File: src/rtl/hazard_stall_ctrl.sv
// Stall/flush controller for the 5-stage pipeline: load-use and branch-operand
// hazard detection, mult/div busy sequencing and a saturating stall counter.
module hazard_stall_ctrl #(
    parameter int MD_LATENCY = 32,
    parameter int CNT_W      = 16
) (
    input  logic             clk,
    input  logic             rst,
    input  logic [4:0]       D_rs,
    input  logic [4:0]       D_rt,
    input  logic             D_usesRs,
    input  logic             D_usesRt,
    input  logic             D_isBranch,
    input  logic             D_branchTaken,
    input  logic             D_isMulDiv,
    input  logic             D_readsHiLo,
    input  logic             E_memRead,
    input  logic             E_regWrite,
    input  logic [4:0]       E_writeReg,
    input  logic             M_memRead,
    input  logic [4:0]       M_writeReg,
    output logic             pc_en,
    output logic             ifid_en,
    output logic             ifid_flush,
    output logic             idex_flush,
    output logic             md_start,
    output logic             md_busy,
    output logic [CNT_W-1:0] stall_cycles
);

    typedef enum logic {
        RUN     = 1'b0,
        MD_BUSY = 1'b1
    } state_t;

    localparam logic [7:0] BUSY_LOAD = 8'(MD_LATENCY - 1);

    state_t     state, state_nxt;
    logic [7:0] cnt, cnt_nxt;

    logic e_match, m_match;
    logic lu_haz, br_haz, md_haz, stall;
    logic issue;

    // Register 0 is hardwired, so a write to it never creates a dependency.
    assign e_match = (E_writeReg != 5'd0) &&
                     (((E_writeReg == D_rs) && D_usesRs) ||
                      ((E_writeReg == D_rt) && D_usesRt));
    assign m_match = (M_writeReg != 5'd0) &&
                     (((M_writeReg == D_rs) && D_usesRs) ||
                      ((M_writeReg == D_rt) && D_usesRt));

    assign lu_haz = E_memRead && e_match;
    assign br_haz = D_isBranch && ((E_regWrite && e_match) || (M_memRead && m_match));
    assign md_haz = (state == MD_BUSY) && (D_isMulDiv || D_readsHiLo);
    assign stall  = lu_haz || br_haz || md_haz;
    assign issue  = D_isMulDiv && !stall;

    always_ff @(posedge clk or negedge rst) begin
        if (!rst) begin
            state <= RUN;
            cnt   <= 8'd0;
        end else begin
            state <= state_nxt;
            cnt   <= cnt_nxt;
        end
    end

    always_comb begin
        state_nxt = state;
        cnt_nxt   = cnt;
        case (state)
            RUN: begin
                if (issue) begin
                    state_nxt = MD_BUSY;
                    cnt_nxt   = BUSY_LOAD;
                end
            end
            MD_BUSY: begin
                // Final busy cycle is cnt==0; the following cycle is RUN.
                if (cnt == 8'd0) begin
                    state_nxt = RUN;
                end else begin
                    cnt_nxt = cnt - 8'd1;
                end
            end
            default: begin
                state_nxt = RUN;
                cnt_nxt   = 8'd0;
            end
        endcase
    end

    always_comb begin
        pc_en      = 1'b1;
        ifid_en    = 1'b1;
        ifid_flush = 1'b0;
        idex_flush = 1'b0;
        md_start   = 1'b0;
        md_busy    = 1'b0;
        if (!rst) begin
            pc_en      = 1'b0;
            ifid_en    = 1'b0;
            ifid_flush = 1'b1;
            idex_flush = 1'b1;
        end else begin
            md_busy  = (state == MD_BUSY);
            md_start = issue;
            if (stall) begin
                // An unresolved branch must not flush, so stall wins.
                pc_en      = 1'b0;
                ifid_en    = 1'b0;
                idex_flush = 1'b1;
            end else begin
                ifid_flush = D_isBranch && D_branchTaken;
            end
        end
    end

    always_ff @(posedge clk or negedge rst) begin
        if (!rst) begin
            stall_cycles <= '0;
        end else if (stall && (stall_cycles != {CNT_W{1'b1}})) begin
            stall_cycles <= stall_cycles + 1'b1;
        end
    end

endmodule

File: config.mk
export PLATFORM = sky130hd
export DESIGN_NAME = hazard_stall_ctrl
export DESIGN_NICKNAME = d
export VERILOG_FILES = /design/src/rtl/hazard_stall_ctrl.sv
export SDC_FILE = /design/constraint.sdc
export NUM_CORES = 1
export LEC_CHECK = 0
export CORE_ASPECT_RATIO = 1.25
export CORE_MARGIN = 1.5
export CORE_UTILIZATION = 45
export CTS_CLUSTER_DIAMETER = 80
export CTS_CLUSTER_SIZE = 8
export DETAILED_ROUTE_END_ITERATION = 16
export PLACE_DENSITY = 0.79
export SLEW_MARGIN = 5
export SYNTH_ARGS = -nofsm -noshare
export SYNTH_HDL_FRONTEND = slang
export SYNTH_SLANG_ARGS = --single-unit
File: constraint.sdc
create_clock -name clk -period 2.6 [get_ports clk]
set_clock_uncertainty 0.15 [all_clocks]
set_input_delay 0.26 -clock clk [delete_from_list [all_inputs] [get_ports clk]]
set_output_delay 0.26 -clock clk [all_outputs]
set_load 0.02 [all_outputs]
==> impl.org <==
** Final layout
- Design Area, Final :: about 2300 um^2
- The filler cells instantiated in the layout total 267.
- At the end of the flow, the number of nets in the layout was around 270.
- 0 antenna diodes ended up in the layout.
- Share of layout cells above drive strength 1 :: 0.139
- Compared with the post-synthesis result, the final layout area differs by 42.9%.

** Place
- Half-perimeter wire length after placement :: around 3400 um
- After detailed placement, the total cell area comes to about 2200 um^2.
- The count of buffers added on input and output ports is 52.
- Final Wtd Congestion :: around 1.0

** Worst setup path
- CP max stage cell :: sky130_fd_sc_hd__clkdlybuf4s50_1
- At the worst endpoint, the required time is about 2.2 ns.
- In this run the number of cells on the critical path is 6.
- Crit path max-delay family :: compound AO/OA/AOI/OAI gates
- The critical path contains buffers and inverters numbering 2 combined.
- Critical-path maximum fanout :: 4
- Cell-by-cell trace of the critical path :: clkdlybuf4s50_1 > or3_1 > o311a_4 > a221oi_4 > and3_1 > buf_2
- CP Launch Type :: primary input
- The critical path starts at M_writeReg[0].
- Data arrival, critical path :: roughly 2.1 ns
- In this run the register-to-register setup slack is around 0.37 ns.
- Reg2Reg Launch Point :: stall_cycles[0]$_DFFE_PN0P_
- R2R Path End :: stall_cycles[1]$_DFFE_PN0P_
- Class of the most critical setup path :: primary input to output port
- Endpoint type of the worst setup path :: output port
- Register-to-Register Path Depth :: 7
- Capturing element of the worst setup path :: md_start
- For this run, the slowest stage of the critical path takes around 0.43 ns.

** Drt
- Initial detailed-routing violation count :: 73
- Using the TritonRoute via totals, the vias-per-cell ratio works out to between 5 and 6.
- Count of antenna-violating nets left after detailed routing :: 0
- Via count :: ~1.5k
- In the routed design, unresolved DRC markers number 0.
- Routed wire length per instance :: roughly 16 um
- Pre-antenna DRT Iters :: 4
- The final layout contains routed wiring with a total length of roughly 4400 um.

** Die
- The die covers approximately 3900 um^2.
- The region available for standard cell placement spans 3280 um^2.
- The floorplan has 23 rows.
- Vertical die dimension :: slightly below 70 um
- The die is 56.0 um wide.
- During I/O placement, the number of pins put on the boundary was 53.
- The initial utilization of the core area, before any placement, comes to 0.482.

** Global routing
- Global routing finished with a remaining overflow of 0.
- The number of global-route vias before repair is about 1.6k.
- Number of antenna violations at the first check in global routing :: 0
- GRT Total Usage :: 0.236
- Entering global routing, the biggest net connects 16 pins.
- Wire length of the first global-routing pass :: approximately 7400 um

** Clocking
- Clock buffer depth :: 2
- TritonCTS built the clock tree.
- The number of setup buffers added after CTS is 0.
- The tree built by TritonCTS fans out to 25 sinks.
- Total clock buffers created by CTS :: 3
- Clk root buf :: sky130_fd_sc_hd__clkbuf_8
- CTS H-tree depth :: 1
- Insertion delay of the later-clocked pin in the worst-skew pair :: roughly 0.26 ns
- CTS clk-pin slew, worst paths :: ~0.09 ns

** Timing
- At the pin with the least slew margin, the transition time is a little over 0.5 ns.
- For the finished layout, the period the worst path requires is approximately 2.5 ns.
- Final period utilization :: 0.978
- The count of pins over their slew limit came to 0.
- Number of failing setup endpoints in the final timing report :: 0
- Measured against its own limit, the worst slew margin works out to 0.659.
- Fmax :: around 0.39 GHz
- Hold is met by 0.349 ns.
- RSZ-0062 raised after global routing :: yes
- Final hold viol count :: 0

** Yosys
- Avg Cell Area, Syn :: 9.58 um^2
- In this run the cell area of the synthesized design comes to roughly 1600 um^2.
- Yosys mapped the design onto 36 distinct sky130hd cell types.
- Seq/Total Area, Yosys :: 0.396
- Mapped Cells :: 165
- Number of storage elements in the synthesis netlist :: 25
- Yosys Warn Count :: 0
- Post-Syn Nets :: 198

** Status
- Run status :: completed

** Run
- The tool flagged a number of max-cap violations equal to 0.

** Power and ir drop
- Total power density per cell area :: approximately 740 nW/um^2
- Worst IR Drop VDD :: ~0.70 mV
- Leak :: 0.983 nW

** Min path
- In this run the worst hold path is classified as register to register.
layout make-up:
cell class                      count  area [um^2]  share of cell area
Tap cell                           37         46.3              0.0205
Inverter                            4         15.0             0.00665
Clock inverter                      1         7.51             0.00332
Multi-Input combinational cell    131          912               0.404
Sequential cell                    25          626               0.277
Timing Repair Buffer               67          611               0.270
Clock buffer                        3         41.3              0.0183
cell usage in the layout, fill, tap and decap left out, drive strengths merged, types with 7 or more instances in the layout:
cell / count
buf: 19
clkdlybuf4s50: 47
dfrtp: 25
nand2: 20
nand4: 7
nor2: 10
nor3: 8
xnor2: 22
xor2: 15
sequential cells by signal (all words and copies together), names as in the netlist:
register,flops
state,1
stall_cycles,16
cnt,8
per-stage QoR:
| step | power, mW | worst slack, ns | TNS [ns] | instances | utilization |
|---|---|---|---|---|---|
| 5_1_grt | 1.80 | -0.0155 | -0.0155 | 268 | 0.688 |
| 2_1_floorplan | 1.12 | 0.0917 | 0 | 165 | - |
| 6_report | 1.68 | 0.0564 | 0 | 268 | 0.688 |
| 3_3_place_gp | 1.41 | -0.307 | -1.50 | 264 | 0.680 |
| 3_5_place_dp | 1.46 | -0.368 | -1.85 | 264 | 0.680 |
| 4_1_cts | 1.69 | 0.00587 | 0 | 268 | 0.694 |
metal layers:
metal  global-route usage  wire [um]  vias to the layer above
met5                    0          0                        -
met4               0.0979        114                        0
met3               0.0354        281                       12
met2                0.420       2260                       68
met1                0.280       1770                      734
li1                     -          -                      713
synth_stat cells:
| cell | instances | area share |
|---|---|---|
| sky130_fd_sc_hd__o21a_1 | 1 | 0.0048 |
| sky130_fd_sc_hd__nand2_1 | 20 | 0.048 |
| sky130_fd_sc_hd__o31a_1 | 1 | 0.0055 |
| sky130_fd_sc_hd__mux2_1 | 1 | 0.0071 |
| sky130_fd_sc_hd__dfrtp_1 | 25 | 0.40 |
| sky130_fd_sc_hd__mux2_4 | 1 | 0.0095 |
| sky130_fd_sc_hd__buf_6 | 1 | 0.0071 |
| sky130_fd_sc_hd__a21oi_1 | 4 | 0.013 |
| sky130_fd_sc_hd__nor3b_1 | 1 | 0.0048 |
| sky130_fd_sc_hd__nor3_1 | 8 | 0.025 |
| sky130_fd_sc_hd__o21ai_0 | 1 | 0.0032 |
| sky130_fd_sc_hd__xnor2_1 | 22 | 0.12 |
| sky130_fd_sc_hd__o31ai_1 | 3 | 0.014 |
| sky130_fd_sc_hd__and2_1 | 1 | 0.0040 |
| sky130_fd_sc_hd__o22ai_1 | 2 | 0.0079 |
| sky130_fd_sc_hd__ha_1 | 2 | 0.016 |
| sky130_fd_sc_hd__o311a_4 | 1 | 0.013 |
| sky130_fd_sc_hd__nor2_2 | 1 | 0.0040 |
| sky130_fd_sc_hd__and4_1 | 1 | 0.0055 |
| sky130_fd_sc_hd__nor4_1 | 5 | 0.020 |
| sky130_fd_sc_hd__a221oi_2 | 1 | 0.0095 |
| sky130_fd_sc_hd__and3_1 | 4 | 0.016 |
| sky130_fd_sc_hd__nor2b_1 | 3 | 0.012 |
| sky130_fd_sc_hd__nor4b_1 | 2 | 0.011 |
| sky130_fd_sc_hd__nand2b_1 | 3 | 0.012 |
| sky130_fd_sc_hd__a221oi_4 | 1 | 0.017 |
| sky130_fd_sc_hd__buf_4 | 1 | 0.0048 |
| sky130_fd_sc_hd__xor2_1 | 15 | 0.083 |
| sky130_fd_sc_hd__nand4_1 | 7 | 0.028 |
| sky130_fd_sc_hd__or3_1 | 2 | 0.0079 |
| sky130_fd_sc_hd__or4_1 | 1 | 0.0048 |
| sky130_fd_sc_hd__nand3_1 | 6 | 0.019 |
| sky130_fd_sc_hd__nor4_2 | 1 | 0.0079 |
| sky130_fd_sc_hd__nor2_1 | 9 | 0.021 |
| sky130_fd_sc_hd__inv_1 | 4 | 0.0095 |
| sky130_fd_sc_hd__clkbuf_1 | 3 | 0.0071 |
cells by family after synthesis:
logic type,after synthesis,share of synthesized area
fa+ha+maj,2,0.0158
compound gates,15,0.0879
buf+inv,9,0.0285
simple gates,75,0.250
flops,25,0.396
xor+xnor,37,0.205
mux,2,0.0166
power by group:
group | switching [mW] | internal [mW] | leakage [nW] | total [mW]
combinational | 0.404 | 0.395 | 0.644 | 0.799
sequential | 0.142 | 0.513 | 0.317 | 0.655
clock | 0.120 | 0.108 | 0.0217 | 0.229
timing repair:
item                       in CTS  in global routing
pin swaps                       1                  2
resized for setup              14                  8
setup endpoints to repair       5                  5
hold buffers                    0                  0
how the worst min path moves through the flow:
stage                                 start                            to  slack, ns  cells after the start
6_report       stall_cycles[14]$_DFFE_PN0P_  stall_cycles[14]$_DFFE_PN0P_       0.35                      1
5_1_grt        stall_cycles[14]$_DFFE_PN0P_  stall_cycles[14]$_DFFE_PN0P_       0.37                      1
4_1_cts        stall_cycles[14]$_DFFE_PN0P_  stall_cycles[14]$_DFFE_PN0P_       0.36                      1
3_5_place_dp   stall_cycles[14]$_DFFE_PN0P_  stall_cycles[14]$_DFFE_PN0P_       0.35                      1
3_3_place_gp   stall_cycles[14]$_DFFE_PN0P_  stall_cycles[14]$_DFFE_PN0P_       0.33                      1
2_1_floorplan                           rst            cnt[0]$_DFFE_PN0P_      -0.19                      0
(Power assumes the default switching activity.)
